File: src/rtl/alu_pkg.sv
// Shared opcode constants, state encoding and flag-mask helpers for the ALU issue controller.
package alu_pkg;

  localparam int DW_DEF = 12;

  localparam logic [2:0] OP_ABS = 3'd0;
  localparam logic [2:0] OP_SHL = 3'd1;
  localparam logic [2:0] OP_AND = 3'd2;
  localparam logic [2:0] OP_OR  = 3'd3;
  localparam logic [2:0] OP_XOR = 3'd4;
  localparam logic [2:0] OP_NOT = 3'd5;
  localparam logic [2:0] OP_ADD = 3'd6;
  localparam logic [2:0] OP_SUB = 3'd7;

  typedef enum logic [1:0] {
    IDLE = 2'd0,
    EXEC = 2'd1,
    WB   = 2'd2
  } state_t;

  // The ALU leaves CarryOut/OV undriven for ops outside these sets.
  function automatic logic op_has_carry(input logic [2:0] op);
    return (op == OP_ADD) || (op == OP_SUB);
  endfunction

  function automatic logic op_has_ov(input logic [2:0] op);
    return (op == OP_ABS) || (op == OP_ADD) || (op == OP_SUB);
  endfunction

endpackage

File: src/rtl/alu_regfile.sv
// NREG x DW operand register file: host write port, priority writeback port, two async reads.
module alu_regfile #(
  parameter int DW   = 12,
  parameter int NREG = 4,
  parameter int AW   = 2
) (
  input  logic          clk,
  input  logic          rst,
  input  logic          i_wr_en,
  input  logic [AW-1:0] i_wr_addr,
  input  logic [DW-1:0] i_wr_data,
  input  logic          i_pri_en,
  input  logic [AW-1:0] i_pri_addr,
  input  logic [DW-1:0] i_pri_data,
  input  logic [AW-1:0] i_ra,
  input  logic [AW-1:0] i_rb,
  output logic [DW-1:0] o_rd_a,
  output logic [DW-1:0] o_rd_b
);

  logic [NREG-1:0][DW-1:0] r_mem;

  // Writeback beats the host on the same entry; different entries both land.
  always_ff @(posedge clk or posedge rst) begin
    if (rst) begin
      r_mem <= '0;
    end else begin
      for (int i = 0; i < NREG; i++) begin
        if (i_pri_en && (i_pri_addr == AW'(i))) begin
          r_mem[i] <= i_pri_data;
        end else if (i_wr_en && (i_wr_addr == AW'(i))) begin
          r_mem[i] <= i_wr_data;
        end
      end
    end
  end

  assign o_rd_a = r_mem[i_ra];
  assign o_rd_b = r_mem[i_rb];

endmodule

File: src/rtl/alu_issue_ctrl.sv
// Issue/writeback sequencer in front of the combinational ALU.
// Optional sticky overflow flag enabled by defining ALU_STICKY_OV_EN.
//
//   state | meaning
//   IDLE  | ready for an instruction; operands latched on accept
//   EXEC  | ALU settling; result, flags and writeback captured on exit
//   WB    | result presented downstream until out_ready
module alu_issue_ctrl
  import alu_pkg::*;
#(
  parameter int DW   = DW_DEF,
  parameter int NREG = 4,
  parameter int AW   = 2
) (
  input  logic          clk,
  input  logic          rst,
  input  logic          wr_en,
  input  logic [AW-1:0] wr_addr,
  input  logic [DW-1:0] wr_data,
  input  logic          in_valid,
  output logic          in_ready,
  input  logic [2:0]    in_op,
  input  logic [AW-1:0] in_rd,
  input  logic [AW-1:0] in_ra,
  input  logic [AW-1:0] in_rb,
  output logic [DW-1:0] alu_a,
  output logic [DW-1:0] alu_b,
  output logic [2:0]    alu_op,
  input  logic [DW-1:0] alu_z,
  input  logic          alu_carry,
  input  logic          alu_sign,
  input  logic          alu_ov,
  output logic          out_valid,
  input  logic          out_ready,
  output logic [DW-1:0] out_data,
  output logic          flag_c,
  output logic          flag_s,
  output logic          flag_v,
  output logic          flag_z,
  output logic          ov_sticky,
  input  logic          sticky_clr
);

  state_t        r_state;
  state_t        w_state_nxt;
  logic          w_accept;
  logic          w_wb;
  logic [AW-1:0] r_rd;
  logic [DW-1:0] r_alu_a;
  logic [DW-1:0] r_alu_b;
  logic [2:0]    r_alu_op;
  logic [DW-1:0] r_out_data;
  logic          r_flag_c;
  logic          r_flag_s;
  logic          r_flag_v;
  logic          r_flag_z;
  logic [DW-1:0] w_rd_a;
  logic [DW-1:0] w_rd_b;
  logic          w_flag_c;
  logic          w_flag_v;

  always_ff @(posedge clk or posedge rst) begin
    if (rst) r_state <= IDLE;
    else     r_state <= w_state_nxt;
  end

  always_comb begin
    w_state_nxt = r_state;
    in_ready    = 1'b0;
    out_valid   = 1'b0;
    w_accept    = 1'b0;
    w_wb        = 1'b0;
    case (r_state)
      IDLE: begin
        in_ready = 1'b1;
        if (in_valid) begin
          w_accept    = 1'b1;
          w_state_nxt = EXEC;
        end
      end
      EXEC: begin
        w_wb        = 1'b1;
        w_state_nxt = WB;
      end
      WB: begin
        out_valid = 1'b1;
        if (out_ready) w_state_nxt = IDLE;
      end
      default: w_state_nxt = IDLE;
    endcase
  end

  alu_regfile #(
    .DW   (DW),
    .NREG (NREG),
    .AW   (AW)
  ) u_regfile (
    .clk        (clk),
    .rst        (rst),
    .i_wr_en    (wr_en),
    .i_wr_addr  (wr_addr),
    .i_wr_data  (wr_data),
    .i_pri_en   (w_wb),
    .i_pri_addr (r_rd),
    .i_pri_data (alu_z),
    .i_ra       (in_ra),
    .i_rb       (in_rb),
    .o_rd_a     (w_rd_a),
    .o_rd_b     (w_rd_b)
  );

  assign w_flag_c = op_has_carry(r_alu_op) & alu_carry;
  assign w_flag_v = op_has_ov(r_alu_op) & alu_ov;

  always_ff @(posedge clk or posedge rst) begin
    if (rst) begin
      r_rd     <= '0;
      r_alu_a  <= '0;
      r_alu_b  <= '0;
      r_alu_op <= '0;
    end else if (w_accept) begin
      r_rd     <= in_rd;
      r_alu_a  <= w_rd_a;
      r_alu_b  <= w_rd_b;
      r_alu_op <= in_op;
    end
  end

  always_ff @(posedge clk or posedge rst) begin
    if (rst) begin
      r_out_data <= '0;
      r_flag_c   <= 1'b0;
      r_flag_s   <= 1'b0;
      r_flag_v   <= 1'b0;
      r_flag_z   <= 1'b0;
    end else if (w_wb) begin
      r_out_data <= alu_z;
      r_flag_c   <= w_flag_c;
      r_flag_s   <= alu_sign;
      r_flag_v   <= w_flag_v;
      r_flag_z   <= (alu_z == '0);
    end
  end

`ifdef ALU_STICKY_OV_EN
  logic r_ov_sticky;

  // A set on the writeback edge outranks a coincident clear.
  always_ff @(posedge clk or posedge rst) begin
    if (rst)                   r_ov_sticky <= 1'b0;
    else if (w_wb && w_flag_v) r_ov_sticky <= 1'b1;
    else if (sticky_clr)       r_ov_sticky <= 1'b0;
  end

  assign ov_sticky = r_ov_sticky;
`else
  logic w_unused_sticky_clr;
  assign w_unused_sticky_clr = sticky_clr;
  assign ov_sticky           = 1'b0;
`endif

  assign alu_a    = r_alu_a;
  assign alu_b    = r_alu_b;
  assign alu_op   = r_alu_op;
  assign out_data = r_out_data;
  assign flag_c   = r_flag_c;
  assign flag_s   = r_flag_s;
  assign flag_v   = r_flag_v;
  assign flag_z   = r_flag_z;

endmodule

File: config.mk
export PLATFORM = sky130hd
export DESIGN_NAME = alu_issue_ctrl
export DESIGN_NICKNAME = d
export VERILOG_FILES = /design/src/rtl/alu_pkg.sv /design/src/rtl/alu_regfile.sv /design/src/rtl/alu_issue_ctrl.sv
export SDC_FILE = /design/constraint.sdc
export NUM_CORES = 1
export LEC_CHECK = 0
export CELL_PAD_IN_SITES_DETAIL_PLACEMENT = 1
export CELL_PAD_IN_SITES_GLOBAL_PLACEMENT = 1
export CORE_AREA = 3 3 107 130
export CTS_CLUSTER_SIZE = 25
export DETAILED_ROUTE_END_ITERATION = 6
export DIE_AREA = 0 0 110 133
export PLACE_DENSITY = 0.86
export SKIP_LAST_GASP = 1
export SYNTH_ARGS = -nofsm -noshare
export SYNTH_HDL_FRONTEND = slang
export SYNTH_SLANG_ARGS = --single-unit
File: constraint.sdc
create_clock -name clk -period 3.1 [get_ports clk]
set_clock_uncertainty 0.05 [all_clocks]
set_input_delay 0.775 -clock clk [delete_from_list [all_inputs] [get_ports clk]]
set_output_delay 0.775 -clock clk [all_outputs]
set_load 0.005 [all_outputs]
==> results.txt <==
CTS tree - done
Synth Net Count - 463
Post-cts sizing count - 0
Fin crit share - 83.45%
DRT iter0 DRCs - 180
Grt total ovfl - 0
Leak Pwr - 2.489 nW
Unique masters post-synth - 29
CTS buffer count - 9
Worst-path maximum fanout - 8
Core Box Area - 0.01267 mm^2
Mapped Cells - 419
Post-Syn Area - 0.004668 mm^2
WL/cell - 21.58 um
Num rows - 45
Max_cap viols - 0
PwrDens - 915.1 mW/mm^2
Area leader, netlist - dfrtp_1
Critical path launch point type - flop
Initial antenna violation count - 0
Fmax - 386.6 MHz
Asr flop ratio synth - 100.0%
Longest Clk Path Bufs - 2
Total Power - 5.473 mW
Post-synthesis mux area share - 25.33%
Top cells by area, synth - dfrtp_1 (51%), mux2i_1 (21%), nand2_1 (5.1%), o221ai_1 (4.5%), o21ai_0 (4.3%)
Clock insertion delay at the later pin of the skew report - 340 ps
Antenna Nets Post-Route - 0
Post-CTS Hold Buffers - 0
Largest net degree at the start of global routing - 77
# IOs - 90
Layout cells sized above 1 - 10.10%
Synth-to-layout area growth - 28.12%
Status - complete, no violations
Combinational family with the most area after synthesis - multiplexers
Placed cells - 653
Drt total wl - 14.44 mm
RSZ-0062 raised after global routing - no
Worst EP arrival - 1760 ps
Slew margin rel. - 38.27%
First-pass GRT wire length - 23.11 mm
Cell area after layout - 0.005981 mm^2
Initial Util - 36.85%
Root buffer cell - clkbuf_16
Total Neg Setup Slack - 0 ps
Post CTS Setup Buffer Count - 0
CP endpoint kind - primary output
Post-Synth XOR/XNOR Area - 0%
Post-DP HPWL - 9.626 mm
Layout fillers - 1375
Final min period - 2587 ps
Adder-Cell Fraction of Synth Area - 0%
Yosys reg bits - 95
First-pass DRT Iterations - 4
Worst slew pin tran - 925.9 ps
Htree depth - 3
Peak supply drop - 382.8 uV
Final Setup Violations - 0
Die H - 133 um
Clk slew on worst S/H paths - 70 ps
Share of the synthesized area in the top cell type - 50.92%
Total GRT Usage - 20.72%
Ys flop type - dfrtp_1
Simple logic cell fraction of the synthesized area - 9.756%
Critical Path RT - 2270 ps
Fin nets - 544
DRC Markers - 0
Final hold vios - 0
Clk sinks - 95
Kind of critical path - reg2out
Die ar. - 0.01463 mm^2
Vias post-DR - 3705
Number of global-route vias before repair - 4204
Placement Cell Area - 0.005703 mm^2
# port buffers - 87
Hold Path Class - reg2reg
Final Util - 47.21%
GPL Wtd Cong - 0.7565
Synth Area per Inst - 11.14 um^2
Seq/Total Area, Yosys - 50.92%
Non-filler cells, final - 669
YS warnings - 0
Final Max Tran Viols - 0
Post-DR vias/cell - 5.538
Synth Area in Compound Gates - 10.18%
Number of synthesized flops with an enable pin - 0
Inserted Diodes - 0
Die Wd - 110 um
==> through the flow <==
step	hold WS (ps)	setup WS (ps)
2_1_floorplan	423.3	1155
3_3_place_gp	418.5	515.3
3_5_place_dp	436.5	429.2
4_1_cts	454.6	525.7
5_1_grt	478.4	443.2
6_report	447.7	513.0
==> cells in the mapped netlist, drive strengths merged, types with 2 or more instances <==
library cell   n
a21oi         12
and3b          2
and4bb         2
buf           22
clkbuf         9
dfrtp         95
inv            3
mux2          18
mux2i         96
nand2         64
nand2b         2
nand3          3
nand3b         2
nor2          13
nor4           3
o21ai         41
o221ai        24
==> cell families (layout without fill, tap and decap cells) <==
family / count (synthesis) / count (layout)
buffers and inverters: 34 / 120
AO/OA/AOI/OAI: 77 / 77
AND/OR/NAND/NOR: 98 / 98
other: 1 / 1
multiplexers: 114 / 114
flip-flops: 95 / 95
==> layout make-up <==
| type | instances | area (um^2) | share of cell area [%] |
|---|---|---|---|
| Tap cell | 164 | 205.2 | 3.431 |
| Clock buffer | 13 | 260.3 | 4.351 |
| Clock inverter | 3 | 17.52 | 0.2929 |
| Sequential cell | 95 | 2377 | 39.75 |
| Timing Repair Buffer | 101 | 988.4 | 16.53 |
| Multi-Input combinational cell | 290 | 2117 | 35.40 |
| Inverter | 3 | 15.01 | 0.2510 |
==> registers in the layout, indices dropped and copies added, names as in the netlist <==
name / count
flag_z: 1
r_state: 2
flag_s: 1
r_rd: 2
alu_a: 12
out_data: 12
alu_b: 12
flag_c: 1
flag_v: 1
u_regfile.r_mem: 48
alu_op: 3
==> report_power, final <==
| group | leakage [nW] | switching, mW | total [mW] | internal, mW |
|---|---|---|---|---|
| Sequential | 1.15 | 0.505 | 2.36 | 1.85 |
| Combinational | 1.21 | 0.914 | 2.06 | 1.15 |
| Clock | 0.136 | 0.470 | 1.06 | 0.586 |
==> cells in the final DEF, fill, tap and decap left out, drive strengths merged <==
cell type,instances
clkdlybuf4s50,87
o221ai,24
nor3b,1
nand3b,2
nor2,13
mux2i,96
nand2b,2
clkinvlp,2
conb,1
and3b,2
nor4,3
clkbuf,13
dfrtp,95
nor3,1
or3b,1
mux2,18
a21oi,12
nor4b,1
nand3,3
and4bb,2
clkinv,2
nand4b,1
and3,1
inv,2
buf,14
nand2,64
o21ai,41
and2,1
==> routing by layer <==
layer / routed length [um] / share of wire, % / vias up / global-route usage [%]
li1: - / - / 1678 / -
met5: 0 / 0 / - / 0
met4: 440 / 3.0 / 0 / 8.801
met1: 5785 / 40 / 1873 / 24.86
met2: 7506 / 52 / 114 / 35.96
met3: 706 / 4.9 / 40 / 3.416
==> critical path, stage by stage (launching register included) <==
cell and delay, ps:
dfrtp_1 460, nor2_1 380, clkdlybuf4s50_1 590
==> final timing paths <==
path | slack (ps) | startpoint | cells past startpoint | endpoint
setup / recovery | 510 | r_state[1]$_DFFE_PP0P_ | 2 | in_ready
hold / removal | 450 | alu_b[10]$_DFFE_PP0P_ | 2 | alu_b[10]$_DFFE_PP0P_
setup reg to reg | 1280 | r_state[1]$_DFFE_PP0P_ | 2 | out_data[4]$_DFFE_PP0N_
hold reg to reg | 450 | alu_b[10]$_DFFE_PP0P_ | 2 | alu_b[10]$_DFFE_PP0P_
max in group asynchronous | 1480 | rst | 3 | u_regfile.r_mem[45]$_DFFE_PP0P_
min in group asynchronous | 760 | rst | 2 | alu_b[1]$_DFFE_PP0P_
Power figures use the tool's default switching activity.
